**config.mk**
```make
export PLATFORM = sky130hd
export DESIGN_NAME = quadratic_solver_seq
export DESIGN_NICKNAME = d
export VERILOG_FILES = /design/src/rtl/quadratic_solver_seq.sv
export SDC_FILE = /design/constraint.sdc
export NUM_CORES = 1
export LEC_CHECK = 0
export CORE_ASPECT_RATIO = 0.9
export CORE_MARGIN = 2
export CORE_UTILIZATION = 26
export DETAILED_ROUTE_END_ITERATION = 12
export SLEW_MARGIN = 5
export SYNTH_ARGS = -nofsm -noshare
export SYNTH_HDL_FRONTEND = slang
export SYNTH_SLANG_ARGS = --single-unit
```
**constraint.sdc**
```tcl
create_clock -name clk -period 19.6 [get_ports clk]
set_input_delay 3.92 -clock clk [delete_from_list [all_inputs] [get_ports clk]]
set_output_delay 3.92 -clock clk [all_outputs]
set_load 0.03 [all_outputs]
```
**src/rtl/quadratic_solver_seq.sv**
```systemverilog
// Sequential signed-integer quadratic solver: discriminant, bit-serial sqrt and a shared restoring divider.
// Optional `QSOLVER_EXACT_EN adds the exact output (perfect square and zero division remainders).
module quadratic_solver_seq #(
    parameter int unsigned W = 8
) (
    input  logic         clk,
    input  logic         rst,
    input  logic         start,
    input  logic [W-1:0] a,
    input  logic [W-1:0] b,
    input  logic [W-1:0] c,
    output logic         busy,
    output logic         done,
    output logic [W:0]   x1,
    output logic [W:0]   x2,
    output logic [1:0]   status
`ifdef QSOLVER_EXACT_EN
    ,
    output logic         exact
`endif
);

    localparam int unsigned DW = 2 * W + 3;
    localparam int unsigned NW = W + 2;
    localparam int unsigned SW = W + 5;
    localparam int unsigned CW = $clog2(W + 2);

    localparam logic [2:0] S_IDLE  = 3'd0;
    localparam logic [2:0] S_DELTA = 3'd1;
    localparam logic [2:0] S_SQRT  = 3'd2;
    localparam logic [2:0] S_DIV1  = 3'd3;
    localparam logic [2:0] S_DIV2  = 3'd4;
    localparam logic [2:0] S_DONE  = 3'd5;

    function automatic logic [W:0] mag(input logic signed [NW-1:0] v);
        return (W+1)'(v[NW-1] ? -v : v);
    endfunction

    logic [2:0]            state_q, state_d;
    logic signed [W-1:0]   a_q, a_d, b_q, b_d, c_q, c_d;
    logic [CW-1:0]         cnt_q, cnt_d;
    logic [2*W+1:0]        rad_q, rad_d;
    logic [W:0]            root_q, root_d;
    logic [W+2:0]          srem_q, srem_d;
    logic [W:0]            num_q, num_d, den_q, den_d, drem_q, drem_d;
    logic [W-1:0]          quo_q, quo_d;
    logic                  neg_q, neg_d, linear_q, linear_d;
    logic [W:0]            r1_q, r1_d, r2_q, r2_d;
    logic [1:0]            sts_q, sts_d;
    logic                  busy_q, busy_d, done_q, done_d;
    logic [W:0]            x1_q, x1_d, x2_q, x2_d;
    logic [1:0]            status_q, status_d;

    logic signed [DW-1:0]  bb_c, ac_c, delta_c;
    logic signed [NW-1:0]  nb_c, nc_c, bden_c, aden_c, num1_c, num2_c;
    logic [SW-1:0]         scur, stv;
    logic                  sge, dge, last;
    logic [W+2:0]          srem_n;
    logic [W:0]            root_n, drem_n, quo_n, quo_s;
    logic [W+1:0]          dtrial;

    // Discriminant and divider operands from the latched coefficients
    always_comb begin
        bb_c    = DW'(b_q) * DW'(b_q);
        ac_c    = DW'(a_q) * DW'(c_q);
        delta_c = bb_c - (ac_c <<< 2);
        nb_c    = -NW'(b_q);
        nc_c    = -NW'(c_q);
        bden_c  = NW'(b_q);
        aden_c  = NW'(a_q) <<< 1;
    end

    always_comb begin
        state_d  = state_q;
        a_d      = a_q;
        b_d      = b_q;
        c_d      = c_q;
        cnt_d    = cnt_q;
        rad_d    = rad_q;
        root_d   = root_q;
        srem_d   = srem_q;
        num_d    = num_q;
        den_d    = den_q;
        drem_d   = drem_q;
        quo_d    = quo_q;
        neg_d    = neg_q;
        linear_d = linear_q;
        r1_d     = r1_q;
        r2_d     = r2_q;
        sts_d    = sts_q;
        busy_d   = busy_q;
        done_d   = 1'b0;
        x1_d     = x1_q;
        x2_d     = x2_q;
        status_d = status_q;

        // One bit-pair of the restoring square root
        scur   = {srem_q, rad_q[2*W+1 -: 2]};
        stv    = {2'b00, root_q, 2'b01};
        sge    = (scur >= stv);
        srem_n = (W+3)'(sge ? scur - stv : scur);
        root_n = {root_q[W-1:0], sge};

        // One quotient bit of the unsigned restoring divider
        dtrial = {drem_q, num_q[W]};
        dge    = (dtrial >= {1'b0, den_q});
        drem_n = (W+1)'(dge ? dtrial - {1'b0, den_q} : dtrial);
        quo_n  = {quo_q, dge};
        quo_s  = neg_q ? -quo_n : quo_n;

        num1_c = nb_c + $signed({1'b0, root_n});
        num2_c = nb_c - $signed({1'b0, root_q});
        last   = (cnt_q == CW'(W));

        if (done_q) busy_d = 1'b0;

        case (state_q)
            S_IDLE: begin
                if (start) begin
                    a_d     = a;
                    b_d     = b;
                    c_d     = c;
                    busy_d  = 1'b1;
                    state_d = S_DELTA;
                end
            end
            S_DELTA: begin
                cnt_d  = '0;
                r1_d   = '0;
                r2_d   = '0;
                if (a_q == '0 && b_q == '0) begin
                    sts_d   = 2'b11;
                    state_d = S_DONE;
                end else if (a_q == '0) begin
                    sts_d    = 2'b10;
                    linear_d = 1'b1;
                    num_d    = mag(nc_c);
                    den_d    = mag(bden_c);
                    neg_d    = nc_c[NW-1] ^ bden_c[NW-1];
                    drem_d   = '0;
                    quo_d    = '0;
                    state_d  = S_DIV1;
                end else if (delta_c[DW-1]) begin
                    sts_d   = 2'b01;
                    state_d = S_DONE;
                end else begin
                    sts_d    = 2'b00;
                    linear_d = 1'b0;
                    rad_d    = delta_c[2*W+1:0];
                    root_d   = '0;
                    srem_d   = '0;
                    state_d  = S_SQRT;
                end
            end
            S_SQRT: begin
                rad_d  = {rad_q[2*W-1:0], 2'b00};
                root_d = root_n;
                srem_d = srem_n;
                cnt_d  = cnt_q + 1'b1;
                if (last) begin
                    cnt_d   = '0;
                    num_d   = mag(num1_c);
                    den_d   = mag(aden_c);
                    neg_d   = num1_c[NW-1] ^ aden_c[NW-1];
                    drem_d  = '0;
                    quo_d   = '0;
                    state_d = S_DIV1;
                end
            end
            S_DIV1, S_DIV2: begin
                num_d  = {num_q[W-1:0], 1'b0};
                drem_d = drem_n;
                quo_d  = quo_n[W-1:0];
                cnt_d  = cnt_q + 1'b1;
                if (last && state_q == S_DIV2) begin
                    r2_d    = quo_s;
                    state_d = S_DONE;
                end else if (last && linear_q) begin
                    r1_d    = quo_s;
                    r2_d    = quo_s;
                    state_d = S_DONE;
                end else if (last) begin
                    r1_d    = quo_s;
                    cnt_d   = '0;
                    num_d   = mag(num2_c);
                    den_d   = mag(aden_c);
                    neg_d   = num2_c[NW-1] ^ aden_c[NW-1];
                    drem_d  = '0;
                    quo_d   = '0;
                    state_d = S_DIV2;
                end
            end
            S_DONE: begin
                x1_d     = r1_q;
                x2_d     = r2_q;
                status_d = sts_q;
                done_d   = 1'b1;
                state_d  = S_IDLE;
            end
            default: state_d = S_IDLE;
        endcase
    end

    always_ff @(posedge clk or posedge rst) begin
        if (rst) begin
            state_q  <= S_IDLE;
            a_q      <= '0;
            b_q      <= '0;
            c_q      <= '0;
            cnt_q    <= '0;
            rad_q    <= '0;
            root_q   <= '0;
            srem_q   <= '0;
            num_q    <= '0;
            den_q    <= '0;
            drem_q   <= '0;
            quo_q    <= '0;
            neg_q    <= 1'b0;
            linear_q <= 1'b0;
            r1_q     <= '0;
            r2_q     <= '0;
            sts_q    <= '0;
            busy_q   <= 1'b0;
            done_q   <= 1'b0;
            x1_q     <= '0;
            x2_q     <= '0;
            status_q <= '0;
        end else begin
            state_q  <= state_d;
            a_q      <= a_d;
            b_q      <= b_d;
            c_q      <= c_d;
            cnt_q    <= cnt_d;
            rad_q    <= rad_d;
            root_q   <= root_d;
            srem_q   <= srem_d;
            num_q    <= num_d;
            den_q    <= den_d;
            drem_q   <= drem_d;
            quo_q    <= quo_d;
            neg_q    <= neg_d;
            linear_q <= linear_d;
            r1_q     <= r1_d;
            r2_q     <= r2_d;
            sts_q    <= sts_d;
            busy_q   <= busy_d;
            done_q   <= done_d;
            x1_q     <= x1_d;
            x2_q     <= x2_d;
            status_q <= status_d;
        end
    end

    assign busy   = busy_q;
    assign done   = done_q;
    assign x1     = x1_q;
    assign x2     = x2_q;
    assign status = status_q;

`ifdef QSOLVER_EXACT_EN
    logic ex_q, ex_d, exact_q, exact_d;

    // Exactness accumulates across the sqrt and every division actually executed
    always_comb begin
        ex_d    = ex_q;
        exact_d = exact_q;
        case (state_q)
            S_DELTA:        ex_d = (a_q == '0 && b_q != '0) || (a_q != '0 && !delta_c[DW-1]);
            S_SQRT:         if (last) ex_d = ex_q & (srem_n == '0);
            S_DIV1, S_DIV2: if (last) ex_d = ex_q & (drem_n == '0);
            S_DONE:         exact_d = ex_q;
            default:        ;
        endcase
    end

    always_ff @(posedge clk or posedge rst) begin
        if (rst) begin
            ex_q    <= 1'b0;
            exact_q <= 1'b0;
        end else begin
            ex_q    <= ex_d;
            exact_q <= exact_d;
        end
    end

    assign exact = exact_q;
`endif

endmodule

```
==> summary.md, run 1 <==
| Metric | Value |
|---|---|
| Status | `finished, final reports clean` |
| Clock transition at path regs | `about 70 ps` |
| Final nets | `1944` |
| Htree depth | `4` |
| CP bufs+invs | `7` |
| Post-CTS Setup Inserts | `0` |
| Gpl congestion | `0.8713` |
| Worst Path Required | `19970 ps` |
| Sequential area share after synthesis | `25.21%` |
| Top cell by count, worst path | `fa_1` |
| Layout cells sized above 1 | `about 4.8%` |
| Number of global-route vias before repair | `11430` |
| Worst Tran Pin Value | `994.3 ps` |
| Rel. slew slack | `33.71%` |
| Most frequent cells in the layout | `inv_1, nand2_1, dfrtp_1` |
| DR iter-0 viols | `approximately 730` |
| Resized cells post-CTS | `0` |
| Worst Hold End | `x2[0]` |
| Area of the multi-input gates | `between 9000 and 10000 µm²` |
| Pin count of the biggest net entering global routing | `81` |
| Rows | `82` |
| Most used flip-flop cell after synthesis | `dfrtp_1` |
| Final WL | `35260 µm` |
| Antenna violations before repair | `1` |
| Global-route wire length before repair | `59310 µm` |
| Skew-Pair Late Insertion Delay | `450 ps` |
| Mapped Nets | `1932` |
| FF-to-FF setup slack | `approximately 10000 ps` |
| Final clock skew | `11.46 ps` |
| Synth Register Bits | `around 150` |
| CP Launch Type | `register` |
| R2R cell count | `32` |
| Max Fclk | `104.8 MHz` |
| CP max FO | `17` |
| WHS Path Cells | `2` |
| Total CTS buffers | `17` |
| GRT Total Usage | `around 13%` |
| DP HPWL | `~27000 µm` |
| PortBufs | `between 40 and 50` |
| Final cycle utilization of the critical path | `48.69%` |
| Finish-stage setup viols | `0` |
| Die width | `approximately 250 µm` |
| Setup_tns | `0 ps` |
| Core ar. | `55610 µm²` |
| Unique cell type count in the Yosys netlist | `just over 80` |
| Pins over their slew limit | `0` |
| Layout area overhead | `12.33%` |
| Total number of vias | `11461` |
| Hold Buf Count CTS | `0` |
| Routed Antenna Nets | `0` |
| Max clock buf depth | `2` |
| Worst EP arrival | `9920 ps` |
| Top delay family on crit path | `adder cells` |
| Ports | `49` |
| Post-Syn Area | `~15000 µm²` |
| Die H | `228.7 µm` |
| Vias/cell | `4.695` |
| Die footprint | `a little under 60000 µm²` |
| Fill count | `5889` |
| Router iterations before antenna repair | `6` |
| RSZ-0062 raised after global routing | `false` |
| EDFF count, synth | `0` |
| CP Capture Type | `register` |
| Reg2Reg Launch Point | `c_q[4]` |
| Final hold vios | `0` |
| CTS Sinks | `147` |
| MaxCap Viol Count | `0` |
| Critical Path Slowest Stage Cell | `dfrtp_1` |
| Total grt overflow | `0` |
| Drt wl/cell | `about 14 µm` |
| Slowest stage delay, CP | `560 ps` |
| Root Buffer | `clkbuf_16` |
| Hold crit path type | `reg2reg` |
| Synth Warn # | `0` |
| TritonCTS clock tree | `yes` |
| CP Class | `reg2reg` |
| Starting Density | `26.24%` |
| FF/Latch Area | `approximately 3700 µm²` |
| Avg Synthesized Cell Area | `about 8.8 µm²` |
| Hold path startpoint | `r2_q[0]` |
| Most common cell after layout, fill and taps aside | `inv_1` |
| Mapped Cells | `1660` |
| Post-route DRC | `0` |
| # diodes | `0` |
| Minimum clock period | `9544 ps` |
| R2r endpoint | `rad_q[8]` |
| Synth async-reset ratio | `100.0%` |
## worst min-delay path, cell delays in order (launching register included)
cell and delay [ps]:
dfrtp_1 340, nand2_1 50, nand2_1 50
## cell families after synthesis
logic type	after synthesis	synth area share, %
AOI/OAI and AO/OA	312	14.11
xor gates and xnor gates	96	5.763
adders and majority gates	245	27.39
buffers and inverters	313	8.250
DFF	147	25.21
muxes	35	2.581
and+or+nand+nor	512	16.69
## registers in the layout, indices dropped and copies added, names as in the netlist, 2 cells and up
name / cells
quo_q: 8
srem_q: 11
sts_q: 2
rad_q: 17
b_q: 8
root_q: 9
cnt_q: 4
x1: 9
state_q: 3
a_q: 8
x2: 9
den_q: 9
num_q: 9
r2_q: 9
r1_q: 9
status: 2
c_q: 8
drem_q: 9
## layer usage
metal  routed length (µm)  global-route usage (%)
met5                   13                       0
met4                  448                   2.923
met3                 1645                   2.676
met2                15760                   18.97
met1                17390                   18.39
## area by class of cell
type / instances / area share (%)
multi-input combinational: 1200 / 59.26
sequential: 147 / 22.45
tap: 756 / 5.772
inverter: 248 / 5.711
timing repair buffer: 58 / 3.390
clock buffer: 20 / 2.665
clock inverter: 12 / 0.7558
## synthesized netlist by cell type (18+ instances only)
cell	number	area share (%)
nand2_1	189	4.9
inv_1	245	6.3
a21oi_1	67	2.3
nor3_1	34	1.2
o21ai_0	88	3.0
fa_1	124	17
dfrtp_1	147	25
xor2_1	32	1.9
nor2_1	112	2.9
o31ai_1	18	0.93
and2_1	54	2.3
xnor2_1	64	3.8
nand3_1	31	1.1
clkbuf_1	54	1.4
mux2_2	18	1.4
ha_1	121	10
## stage by stage
| step | cell area, µm² | std cells | util [%] | hold slack [ps] | setup slack [ps] |
|---|---|---|---|---|---|
| after floorplan | 14590 | 1660 | - | 433.1 | 10750 |
| after global placement | 15830 | 2409 | 28.46 | 454.5 | 10270 |
| after detailed placement | 15830 | 2409 | 28.46 | 452.5 | 10130 |
| after CTS | 16390 | 2441 | 29.47 | 469.9 | 10050 |
| after global routing | 16390 | 2441 | 29.47 | 490.7 | 9504 |
| final | 16390 | 2441 | 29.47 | 469.2 | 10060 |
## how the worst max path moves through the flow
stage / from / end / slack, ps / depth (start not counted)
finish: c_q[4] / rad_q[8] / 10060 / 32
global route: c_q[4] / rad_q[8] / 9500 / 32
CTS: c_q[4] / rad_q[15] / 10050 / 31
detailed placement: c_q[3] / rad_q[15] / 10130 / 31
global placement: c_q[4] / rad_q[15] / 10270 / 30
floorplan: a_q[7] / rad_q[15] / 10750 / 33
Power of run 1 is left out: the tool's default activity adds up to more than one toggle a clock period on the data nets, which glitch-free logic cannot reach.
==> run 2: changes to the inputs <==
Clock period 19.6 ns to 8.97 ns, I/O delays scaled along.
==> summary.md, run 2 (synthesized netlist as in run 1, its figures left out) <==
| Metric | Value |
|---|---|
| Status | `finished, final reports clean` |
| Clock transition at path regs | `70 ps (about the same)` |
| Core ar. | `55610 µm² (unchanged)` |
| Finish-stage setup viols | `0 (unchanged)` |
| Layout area overhead | `15.47%` |
| Router iterations before antenna repair | `5 (-1)` |
| Worst Path Required | `9310 ps (-10660 ps)` |
| Worst Tran Pin Value | `1029 ps (+34.57 ps)` |
| PortBufs | `48 (unchanged)` |
| CP max FO | `5 (-12)` |
| Largest regs | `rad_q x17, srem_q x11` |
| R2R cell count | `30 (-6.3%)` |
| Skew-Pair Late Insertion Delay | `460 ps (about the same)` |
| Fill count | `5889 (unchanged)` |
| Minimum clock period | `8646 ps (-898.4 ps)` |
| Number of global-route vias before repair | `11830 (+3.5%)` |
| Rel. slew slack | `31.41% (-2.3 points)` |
| Most common cell after layout, fill and taps aside | `inv_1` |
| Final clock skew | `14.22 ps (+2.763 ps)` |
| Final WL | `36060 µm (+2.3%)` |
| Global-route wire length before repair | `60620 µm (+2.2%)` |
| CP startpoint | `c_q[4]` |
| CP Capture Type | `register` |
| CP Class | `reg2reg` |
| Max FFs per register | `17 (unchanged)` |
| Vias/cell | `4.681 (-0.30%)` |
| Final cycle utilization of the critical path | `96.38% (+48 points)` |
| Total CTS buffers | `17 (unchanged)` |
| Drt wl/cell | `14.59 µm (+1.0%)` |
| Worst EP arrival | `8990 ps (-930 ps)` |
| Final hold vios | `0 (unchanged)` |
| Antenna violations before repair | `0 (-1)` |
| Area of the multi-input gates | `9905 µm² (+2.0%)` |
| CP Launch Type | `register` |
| WHS Path Cells | `2 (unchanged)` |
| MaxCap Viol Count | `0 (unchanged)` |
| Layout cells sized above 1 | `8.159% (+3.4 points)` |
| Total number of vias | `11572 (+0.97%)` |
| Final nets | `1975 (+1.6%)` |
| Hold Buf Count CTS | `0 (unchanged)` |
| Hold path startpoint | `x2[3]` |
| Post-route DRC | `0 (unchanged)` |
| Gpl congestion | `0.8565 (-1.7%)` |
| R2r endpoint | `rad_q[14]` |
| Max clock buf depth | `2 (unchanged)` |
| Die footprint | `58030 µm² (unchanged)` |
| FF/Latch Area | `3680 µm² (about the same)` |
| # diodes | `0 (unchanged)` |
| Rows | `82 (unchanged)` |
| DP HPWL | `28040 µm (+2.0%)` |
| TritonCTS clock tree | `yes` |
| Routed Antenna Nets | `0 (unchanged)` |
| Most frequent cells in the layout | `inv_1, nand2_1, dfrtp_1` |
| GRT Total Usage | `12.92% (+0.30 points)` |
| Hold crit path type | `reg2reg` |
| Fin util | `30.29% (+0.82 points)` |
| Pin count of the biggest net entering global routing | `79 (-2.5%)` |
| Ports | `49 (unchanged)` |
| Slowest stage delay, CP | `560 ps (about the same)` |
| Top cell by count, worst path | `fa_1` |
| Most flops, register | `rad_q` |
| CTS Sinks | `147 (unchanged)` |
| Die H | `228.7 µm (unchanged)` |
| Max Fclk | `115.7 MHz (+10%)` |
| Die width | `253.7 µm (unchanged)` |
| Critical Path Slowest Stage Cell | `fa_1` |
| Reg2Reg Launch Point | `c_q[4]` |
| Root Buffer | `clkbuf_16` |
| FF-to-FF setup slack | `320 ps (-9730 ps)` |
| Pins over their slew limit | `0 (unchanged)` |
| Total grt overflow | `0 (unchanged)` |
| Starting Density | `26.24% (unchanged)` |
| Worst Hold End | `x2[3]` |
| Htree depth | `4 (unchanged)` |
| DR iter-0 viols | `738 (+0.96%)` |
## run 2: changes by cell type in the layout (fill, tap and decap cells not counted), moves of 3 or more
cell and change:
a21oi_1 -4, buf_6 +5, nor2_2 +3, ha_1 -8, buf_4 +24, ha_4 +7, a21oi_2 +3
## run 2: area by class of cell
class | count | area share, %
Clock buffer | 19 | 2.629
Clock inverter | 13 | 0.8467
Inverter | 248 | 5.570
Multi-Input combinational cell | 1202 | 58.79
Sequential cell | 147 | 21.84
Tap cell | 756 | 5.615
Timing Repair Buffer | 87 | 4.701
## run 2: worst max path at each step
stage,endpoint,slack [ps],cells past startpoint
finish,rad_q[14],320,30
global route,rad_q[14],-30,30
detailed placement,rad_q[11],-90,35
global placement,rad_q[14],6,30
floorplan,rad_q[15],120,33
CTS,rad_q[11],10,33
## run 2: per-layer routing
| metal | share of wire, % | track usage, % | vias to the layer above |
|---|---|---|---|
| met4 | 1.4 | 3.217 | 0 |
| met2 | 45 | 20.07 | 216 |
| li1 | - | - | 5586 |
| met1 | 49 | 17.98 | 5733 |
| met3 | 5.0 | 3.098 | 37 |
| met5 | 0 | 0 | - |
## run 2: through the flow
step	TNS, ps	std cells	instance area (µm²)	hold WS (ps)	worst slack, ps
5_1_grt	-121.3	2472	16850	499.2	-33.66
3_3_place_gp	0	2433	16010	455.3	5.681
2_1_floorplan	0	1660	14590	433.1	119.6
4_1_cts	0	2465	16610	478.8	11.76
6_report	0	2472	16850	472.8	324.3
3_5_place_dp	-1091	2433	16010	461.6	-87.60
## run 2: worst max-delay path: cells and delay by family (launching register included)
family	cells	cell delay, ps
xor gates and xnor gates	1	160
buffers and inverters	6	350
and+or+nand+nor	5	1120
muxes	1	410
AOI/OAI and AO/OA	6	1140
DFF	1	390
adders and majority gates	11	4970
## run 2: what timing repair did
item	CTS	global route
gates resized for setup	4	35
cloned	0	2
buffers inserted	0	5
pin swaps	0	15
endpoints found under the setup margin	17	42
Power of run 2 is left out for the same reason.
